==> src/rtl/muldiv_stall_scheduler.sv <==
// EX-stage mul/div sequencer: freezes the pipe while the unit runs
// and merges that freeze with hazard-unit stall/flush requests.
module muldiv_stall_scheduler #(
  parameter int MUL_LAT = 3,
  parameter int DIV_LAT = 32,
  parameter int CNT_W   = 6
) (
  input  logic       clk,
  input  logic       rst_n,
  input  logic       StartE,
  input  logic       IsDivE,
  input  logic [4:0] RdE,
  input  logic       KillE,
  input  logic       HazStallF,
  input  logic       HazStallD,
  input  logic       HazFlushD,
  input  logic       HazFlushE,
  output logic       StallF,
  output logic       StallD,
  output logic       StallE,
  output logic       FlushD,
  output logic       FlushE,
  output logic       FlushM,
  output logic       MdStart,
  output logic       MdBusy,
  output logic       MdDone,
  output logic [4:0] MdRd
);

  typedef enum logic [1:0] {
    S_IDLE,
    S_BUSY,
    S_DONE
  } state_t;

  localparam logic [CNT_W-1:0] MUL_CNT = CNT_W'(MUL_LAT - 1);
  localparam logic [CNT_W-1:0] DIV_CNT = CNT_W'(DIV_LAT - 1);
  localparam logic [CNT_W-1:0] CNT_ONE = CNT_W'(1);

  state_t           state_q, state_d;
  logic [CNT_W-1:0] cnt_q, cnt_d;
  logic [4:0]       md_rd_q, md_rd_d;
  logic             launch;
  logic             md_stall;

  always_ff @(posedge clk or negedge rst_n) begin
    if (!rst_n) begin
      state_q <= S_IDLE;
      cnt_q   <= '0;
      md_rd_q <= '0;
    end else begin
      state_q <= state_d;
      cnt_q   <= cnt_d;
      md_rd_q <= md_rd_d;
    end
  end

  always_comb begin
    state_d = state_q;
    cnt_d   = cnt_q;
    md_rd_d = md_rd_q;
    launch  = 1'b0;
    unique case (state_q)
      S_IDLE: begin
        if (StartE && !KillE) begin
          launch  = 1'b1;
          state_d = S_BUSY;
          cnt_d   = IsDivE ? DIV_CNT : MUL_CNT;
          md_rd_d = RdE;
        end
      end
      S_BUSY: begin
        if (KillE) begin
          state_d = S_IDLE;
        end else if (cnt_q == CNT_ONE) begin
          state_d = S_DONE;
        end else begin
          cnt_d = cnt_q - CNT_ONE;
        end
      end
      S_DONE: state_d = S_IDLE;
      default: state_d = S_IDLE;
    endcase
  end

  // Gated by rst_n so a held reset never freezes the pipe.
  always_comb begin
    md_stall = rst_n && !KillE &&
               (launch || (state_q == S_BUSY));
    MdStart  = rst_n && launch;
    MdBusy   = (state_q == S_BUSY);
    MdDone   = (state_q == S_DONE) && !KillE;
    MdRd     = md_rd_q;
    StallF   = HazStallF | md_stall;
    StallD   = HazStallD | md_stall;
    StallE   = md_stall;
    FlushD   = HazFlushD & !md_stall;
    FlushE   = (HazFlushE & !md_stall) | KillE;
    FlushM   = md_stall;
  end

endmodule

==> config.mk <==
export PLATFORM = sky130hd
export DESIGN_NAME = muldiv_stall_scheduler
export DESIGN_NICKNAME = d
export VERILOG_FILES = /design/src/rtl/muldiv_stall_scheduler.sv
export SDC_FILE = /design/constraint.sdc
export NUM_CORES = 1
export LEC_CHECK = 0
export CAP_MARGIN = 20
export CORE_ASPECT_RATIO = 0.9
export CORE_MARGIN = 4
export CORE_UTILIZATION = 38
export DETAILED_ROUTE_END_ITERATION = 12
export GPL_ROUTABILITY_DRIVEN = 0
export MAX_ROUTING_LAYER = met4
export PLACE_DENSITY_LB_ADDON = 0.3
export SLEW_MARGIN = 0
export SYNTH_ARGS = -nofsm -noshare
export SYNTH_HDL_FRONTEND = slang
export SYNTH_SLANG_ARGS = --single-unit
==> constraint.sdc <==
create_clock -name clk -period 1.5 [get_ports clk]
set_clock_uncertainty 0.15 [all_clocks]
set_input_delay 0.375 -clock clk [delete_from_list [all_inputs] [get_ports clk]]
set_output_delay 0.375 -clock clk [all_outputs]
set_load 0.01 [all_outputs]
# == Yosys cells after proc, flatten, opt, wreduce, memory -nomap -nowiden ==
# Index checks and enable logic that the tools add are counted.
# W data, S select, Z words.
# op_classes
addsub,1
n_eq_ne,7
n_mux,11
bitwise,5
n_reduce_logical,13
# op_table
op,n
$mux W6,3
$pmux W6 S2,1
$eq A6 B1 Y1 const B,1
$mux W2,3
$ne A2 B2 Y1 const B,3
$sub A6 B1 Y6 const B,1
$logic_and A1 B1 Y1,5
$mux W5,1
$pmux W2 S2,1
$reduce_and A2 Y1,2
$reduce_and A4 Y1,1
$ne A3 B2 Y1 const B,1
$or A1 B1 Y1,3
$and A1 B1 Y1,2
$eq A2 B1 Y1 const B,1
$eq A2 B2 Y1 const B,1
$logic_not A1 Y1,2
$logic_not A2 Y1,1
$mux W1,2
$reduce_bool A2 Y1,1
$logic_or A1 B1 Y1,1
# word_totals
reg_bits,13
input_bits,14
output_inout_bits,14
wordCells,40

# == Logic depth before layout (Yosys ltp) ==
# Gate-level depths: netlist of the first run.
# depth
depth_word,9
ltp_mapped,6

# == Worst setup path before layout of the first run ==
# No wires, ideal clock.
# synth_path
kind,flip-flop to output port
start,register state_q[1]
end,output port StallE
arrival_time_ns,1.133
setup_slack_ns,-0.158
stages_incl_launch_ff,6
path_buffers,1
cell_sequence,dfrtp_1 nor2_1 o21a_2 nand2_1 inv_1 buf_4
# synth_between
elab_chain_cells,4
word_cells_on_any_way,5
classes_between,eq/ne: 1; mux: 1; reduce/logical: 3
# synth_rtl
element,line_no,source
"start, declared",40,"state_t state_q, state_d;"
"start signal, assigned",52,state_q <= state_d;
$logic_not A2 Y1,63,unique case (state_q)
$mux W1,63,
$logic_or A1 B1 Y1 *,89,(launch || (state_q == S_BUSY));
$logic_and A1 B1 Y1 *,88,md_stall = rst_n && !KillE &&
"end, declared",20,"output logic StallE,"
# Mark *: on every way between the ends. The rest lies on a longest branch, timed or not.

# == Final worst setup path of the first run ==
# layout_path
start,register state_q[1]
end,output port MdStart
# layout_between
elab_chain_cells,3
# layout_rtl
element,line_no,source
$logic_not A2 Y1,63,
$mux W1,63,
$logic_and A1 B1 Y1,90,MdStart = rst_n && launch;
"end, declared",24,"output logic MdStart,"
# No other way between the ends.

==> results of run 1 <==
[report_power, final]
part / switching (mW) / internal [mW] / total (mW) / leakage [nW]
Clock: 0.119 / 0.103 / 0.222 / 0.0150
Combinational: 0.216 / 0.305 / 0.521 / 0.474
Sequential: 0.0785 / 0.422 / 0.500 / 0.149
Total: 0.413 / 0.830 / 1.24 / 0.638
[cells by family (layout without fill, tap and decap cells)]
kind of cell	count (synthesis)	after routing
buf+inv	6	57
flops	13	13
fa+ha+maj	2	2
simple gates	30	30
mux	6	6
compound gates	15	15
[path summary, 6_finish.rpt]
kind / startpoint / to / slack (ns) / cells past startpoint
setup / recovery: state_q[1]$_DFFE_PN0P_ / MdStart / -0.37 / 4
hold / removal: rst_n / MdRd[0]$_DFFE_PN0P_ / 0.12 / 2
hold reg to reg: MdRd[1]$_DFFE_PN0P_ / MdRd[1]$_DFFE_PN0P_ / 0.37 / 1
setup reg to reg: state_q[1]$_DFFE_PN0P_ / MdRd[0]$_DFFE_PN0P_ / -0.08 / 4
max in group asynchronous: rst_n / cnt_q[3]$_DFFE_PN0P_ / 0.89 / 2
min in group clk: KillE / state_q[1]$_DFFE_PN0P_ / 0.31 / 2
[per-layer routing]
metal	track usage, %	vias up	wire (um)
met3	5.141	8	98
met5	-	-	0
li1	-	360	-
met2	27.17	19	1111
met1	17.41	361	869
met4	6.073	0	66
[synth_stat cells (2+ instances only)]
cell type / n / share of area [%]
a31oi_1: 3 / 2.5
nor3_1: 3 / 2.0
mux2_2: 5 / 7.4
o21ai_0: 2 / 1.3
nor3b_1: 2 / 2.0
inv_1: 3 / 1.5
nand2_1: 5 / 2.5
a21oi_1: 5 / 3.3
ha_1: 2 / 3.3
nand2b_1: 5 / 4.1
nor2_1: 2 / 0.99
nand3_1: 4 / 2.6
dfrtp_1: 13 / 43
nand3b_1: 2 / 2.0
[registers in the layout (all words and copies together), names as in the netlist]
register,count
MdRd,5
cnt_q,6
state_q,2
[area by class of cell]
class,count,area (sq um)
Clock buffer,4,26.28
Fill cell,136,551.8
Inverter,4,17.52
Multi-Input combinational cell,53,529.3
Sequential cell,13,330.3
Tap cell,25,31.28
Timing Repair Buffer,49,427.9
[repair_timing]
action / 4_1_cts / 5_1_grt
pin swaps: 4 / 10
resized for setup: 66 / 23
endpoints found under the setup margin: 24 / 24
setup buffers: 2 / 3
[through the flow]
step           instance area, sq um  std cells  util, %  setup WS (ns)
4_1_cts                        1260        145    65.82        -0.3747
3_3_place_gp                   1181        139    61.70        -0.9520
2_1_floorplan                 770.7         72        -       -0.06944
5_1_grt                        1363        148    71.18        -0.4277
6_report                       1363        148    71.18        -0.3652
3_5_place_dp                   1181        139    61.70        -0.9594
==> key figures, run 1 <==
Outcome
  – Status: finished with violations
  – Failing checks: negative setup slack

Global route
  – First-pass GRT wire length: 3367 um
  – GRT Util Overall: 15.93%
  – Initial antenna violation count: 0
  – Vias in the first global route: 774
  – GRT overflow: 0
  – Largest net degree at the start of global routing: 9

Logic synthesis
  – Post-synthesis xor/xnor area fraction: 0%
  – Primary FF master, synth: dfrtp_1
  – Async SR Flop Fraction: 100.0%
  – Largest family of logic cells by synthesized area: simple AND/OR/NAND/NOR gates
  – Seq cells post-synth: 13
  – Post-synth EDFFs: 0
  – Register area share after synthesis: 42.69%
  – Post-synthesis cell type count: 30
  – Simple-Gate Fraction of Synth Area: 28.57%
  – Net Count, Synth: 88
  – Syn_area_per_cell: 10.58 sq um
  – Multiplexer share of the synthesized area: 8.703%
  – Yosys warnings: 0
  – Complex-gate fraction of the synthesized area: 12.32%
  – Synth Area in Adders: 3.284%
  – Synth Cell Area: 762.0 sq um
  – Mapped Cells: 72

Clock network
  – CTS Buf Count: 3
  – Max clock buf depth: 2
  – Post-CTS Hold Fix Bufs: 0
  – TritonCTS clock tree: done
  – CTS sink count: 13
  – Clock-pin slew on the worst setup and hold paths: 0.08 ns
  – Worst skew pair latency: 0.28 ns
  – Clock H-tree levels: 1
  – CTS root buffer: clkbuf_4

Critical path
  – Slowest CP cell: dfrtp_2
  – Critical Path Start Type: flip-flop
  – Critical path's top delay family: flip-flops
  – Critical Path Max Stage Delay: 0.44 ns
  – Crit Path Max Fanout: 3
  – WS Path Type: flip-flop to output pin
  – Crit. End Element: output pin
  – Most used cell, CP: buf_6
  – Required time worst endpoint: 0.97 ns
  – WP buf/inv: 2
  – Worst EP arrival: 1.34 ns
  – Worst path cell trace: buf_6, nor4b_4, and2_4, buf_6

Timing
  – RSZ-0062 raised after global routing: yes
  – Max Fclk: 536.1 MHz
  – Sum Neg Setup Slack: -2.735 ns
  – Pins Over Slew Limit: 0
  – Hold WS: 0.1178 ns
  – Setup ws final: -0.3652 ns
  – Hold Fails Final Rpt: 0
  – Slew @ Worst Pin: 0.3236 ns
  – Final Cycle Share: 124.3%
  – Worst rel slew slack: 78.28%
  – # setup viols final: 17
  – Fin crit period: 1.865 ns

Floorplan
  – Boundary pin count: 28
  – Rows: 15
  – Initial Util: 39.80%
  – DIE HEIGHT: 50.48 um
  – Horizontal die dimension: 55.20 um
  – Die ar.: 0.002787 sq mm
  – Core area: 0.001914 sq mm

Detailed routing
  – Via Count: 748
  – DRC: 0
  – Drt pass-1 iters: 4
  – WL final: 2146 um
  – Vias per std cell: 5.054
  – ANT nets after route: 0
  – Post-DR wirelength/cell: 14.50 um
  – DRT iter0 DRCs: 9

Finish
  – Area Overhead vs Synth: 78.82%
  – Number of diodes: 0
  – Layout cells sized above 1: 56.91%
  – Commonest non-fill, non-tap cells in the layout: buf_4 (20), clkdlybuf4s50_1 (10), dfrtp_1 (9)
  – Final nets: 140
  – Commonest non-fill, non-tap cell in the layout: buf_4

Power
  – Total power draw: 1.243 mW
  – Power Density: 912.4 mW/mm^2
  – Leak: 0.6378 nW
  – Worst VDD drop: 588.3 uV

Hold path
  – Hold Path Class: input port to asynchronous set/reset pin

Placed design
  – Post-DP HPWL: 1516 um
  – PortBufs: 27

Run
  – Maxcap violations: 0
Note: power is estimated with default switching activity, not from simulation.
==> run 2, diff against run 1 <==
- CTS_BUF_LIST: unset -> sky130_fd_sc_hd__clkbuf_16
==> run 2 against run 1 <==
Effect of this change:
- largest power group unchanged
- sequential power is essentially flat
- power grew 22%
- largest cell class unchanged
- routed wire length grew 7.5%
- combinational power is essentially flat
- the run still ends with negative setup slack left
- sequential cell count is the same
- die area is the same
- final cell count is the same
- sequential share of layout area shrank 0.94 points
- clock-buffer cell count shrank 1
- hold slack gained 0.051 ns
==> key figures, run 2 (same netlist as run 1, synthesis figures left out) <==
Global route
  – Largest net degree at the start of global routing: 9 (unchanged)
  – Vias in the first global route: 776 (+0.26%)
  – GRT Util Overall: 16.67% (+0.73 points)
  – Initial antenna violation count: 0 (unchanged)
  – GRT overflow: 0 (unchanged)
  – First-pass GRT wire length: 3463 um (+2.9%)

Critical path
  – Slowest CP cell: dfrtp_2
  – Worst R2R Path Depth: 4 (unchanged)
  – Crit Path Max Fanout: 3 (unchanged)
  – Levels on crit path: 4 (unchanged)
  – RR Endpoint: MdRd[0]$_DFFE_PN0P_
  – Most used cell, CP: buf_6
  – Required time worst endpoint: 0.97 ns (about the same)
  – Worst EP arrival: 1.32 ns (-0.02 ns)
  – Worst path cell trace: buf_6, nor4b_4, and2_4, buf_6
  – Worst R2R Setup Slack: -0.11 ns (-0.03 ns)
  – WS Path Type: flip-flop to output pin
  – Critical R2R Launch: state_q[0]$_DFFE_PN0P_
  – Critical Path Max Stage Delay: 0.42 ns (-0.02 ns)
  – WP buf/inv: 2 (unchanged)
  – Critical path's top delay family: simple AND/OR/NAND/NOR gates
  – Crit. End Element: output pin
  – Critical Path Start Type: flip-flop

Finish
  – Number of diodes: 0 (unchanged)
  – Commonest non-fill, non-tap cell in the layout: buf_4
  – Final nets: 140 (unchanged)
  – Util after Layout: 74.05% (+2.9 points)
  – Commonest non-fill, non-tap cells in the layout: buf_4 (19), clkdlybuf4s50_1 (10), dfrtp_1 (9)
  – Largest register FFs: 6 (unchanged)
  – Top reg by flops: cnt_q
  – Layout cells sized above 1: 56.91% (unchanged)
  – Final Cell Area: 0.001418 sq mm (+4.0%)
  – Area Overhead vs Synth: 86.04%

Clock network
  – Worst skew pair latency: 0.24 ns (-0.04 ns)
  – TritonCTS clock tree: done
  – Post-CTS Hold Fix Bufs: 0 (unchanged)
  – CTS sink count: 13 (unchanged)
  – CTS root buffer: clkbuf_16
  – CTS Buf Count: 3 (unchanged)
  – Clock H-tree levels: 1 (unchanged)
  – Clock-pin slew on the worst setup and hold paths: 0.04 ns (-0.04 ns)
  – Max clock buf depth: 2 (unchanged)

Timing
  – Worst rel slew slack: 79.75% (+1.5 points)
  – # setup viols final: 18 (+1)
  – Sum Neg Setup Slack: -2.710 ns (+0.02536 ns)
  – Final Cycle Share: 122.9% (-1.4 points)
  – Slew @ Worst Pin: 0.3018 ns (-0.02187 ns)
  – RSZ-0062 raised after global routing: yes
  – Max Fclk: 542.4 MHz (+1.2%)
  – Hold Fails Final Rpt: 0 (unchanged)
  – Hold WS: 0.1689 ns (+0.05105 ns)
  – Pins Over Slew Limit: 0 (unchanged)
  – Setup ws final: -0.3437 ns (+0.02159 ns)
  – Fin crit period: 1.844 ns (-0.02159 ns)

Hold path
  – Hold Path Class: input port to asynchronous set/reset pin

Power
  – Worst VDD drop: 786.8 uV (+34%)
  – Total power draw: 1.513 mW (+22%)
  – Power Density: 1067 mW/mm^2 (+17%)
  – Leak: 0.6720 nW (+5.4%)

Placed design
  – PortBufs: 27 (unchanged)
  – Post-DP HPWL: 1516 um (unchanged)
  – Placed Area: 0.001181 sq mm (unchanged)

Floorplan
  – Initial Util: 39.80% (unchanged)
  – Die ar.: 0.002787 sq mm (unchanged)
  – DIE HEIGHT: 50.48 um (unchanged)
  – Rows: 15 (unchanged)
  – Core area: 0.001914 sq mm (unchanged)
  – Boundary pin count: 28 (unchanged)
  – Horizontal die dimension: 55.20 um (unchanged)

Detailed routing
  – DRC: 0 (unchanged)
  – Vias per std cell: 5.189 (+2.7%)
  – ANT nets after route: 0 (unchanged)
  – DRT iter0 DRCs: 17 (+8)
  – Post-DR wirelength/cell: 15.58 um (+7.5%)
  – Via Count: 768 (+2.7%)
  – WL final: 2306 um (+7.5%)
  – Drt pass-1 iters: 4 (unchanged)

Outcome
  – Failing checks: negative setup slack
  – Status: finished with violations

Run
  – Maxcap violations: 0 (unchanged)
==> run 2: cell types whose count changed in the layout (fill, tap and decap cells not counted), moves of 3 or more <==
| cell | change |
|---|---|
| clkbuf_16 | +3 |
| clkbuf_4 | -3 |
| clkdlybuf4s15_1 | -5 |
| dlygate4sd2_1 | +5 |
==> run 2: final cells by class <==
| type | instances | area (sq um) |
|---|---|---|
| inverters | 4 | 20.02 |
| well taps | 25 | 31.28 |
| clock buffers | 3 | 75.07 |
| clock inverters | 1 | 3.754 |
| repair buffers | 49 | 434.2 |
| flip-flops and latches | 13 | 330.3 |
| multi-input cells | 53 | 523.0 |
| fillers | 130 | 496.7 |
==> run 2: worst max path at each step <==
| stage | startpoint | to |
|---|---|---|
| after CTS | state_q[0]$_DFFE_PN0P_ | MdStart |
| after floorplan | state_q[1]$_DFFE_PN0P_ | StallE |
| after global routing | state_q[1]$_DFFE_PN0P_ | FlushD |
| after detailed placement | KillE | FlushD |
| after global placement | KillE | MdStart |
| final | state_q[0]$_DFFE_PN0P_ | MdStart |
==> run 2: per-layer routing <==
metal	GRT usage [%]	share of wire (%)	vias up
met5	-	0	-
met4	7.287	1.5	0
met3	4.113	4.8	4
met2	29.53	56	27
met1	17.73	38	379
li1	-	-	358
==> run 2: power breakdown <==
part	internal, mW	total (mW)	leakage [nW]	switching (mW)
clock	0.351	0.494	0.0423	0.143
sequential	0.424	0.500	0.149	0.0767
combinational	0.294	0.518	0.481	0.224
==> run 2: stage by stage <==
step / worst slack [ns] / std cells
floorplan: -0.06944 / 72
global placement: -0.9520 / 139
detailed placement: -0.9594 / 139
CTS: -0.3493 / 146
global route: -0.3849 / 148
finish: -0.3437 / 148
==> run 2: timing repair <==
action / 4_1_cts / 5_1_grt
gates cloned: 0 / 0
buffers inserted: 3 / 3
hold endpoints to repair: 0 / 0
pin swaps: 3 / 7
setup endpoints to repair: 25 / 20
resized for setup: 64 / 21
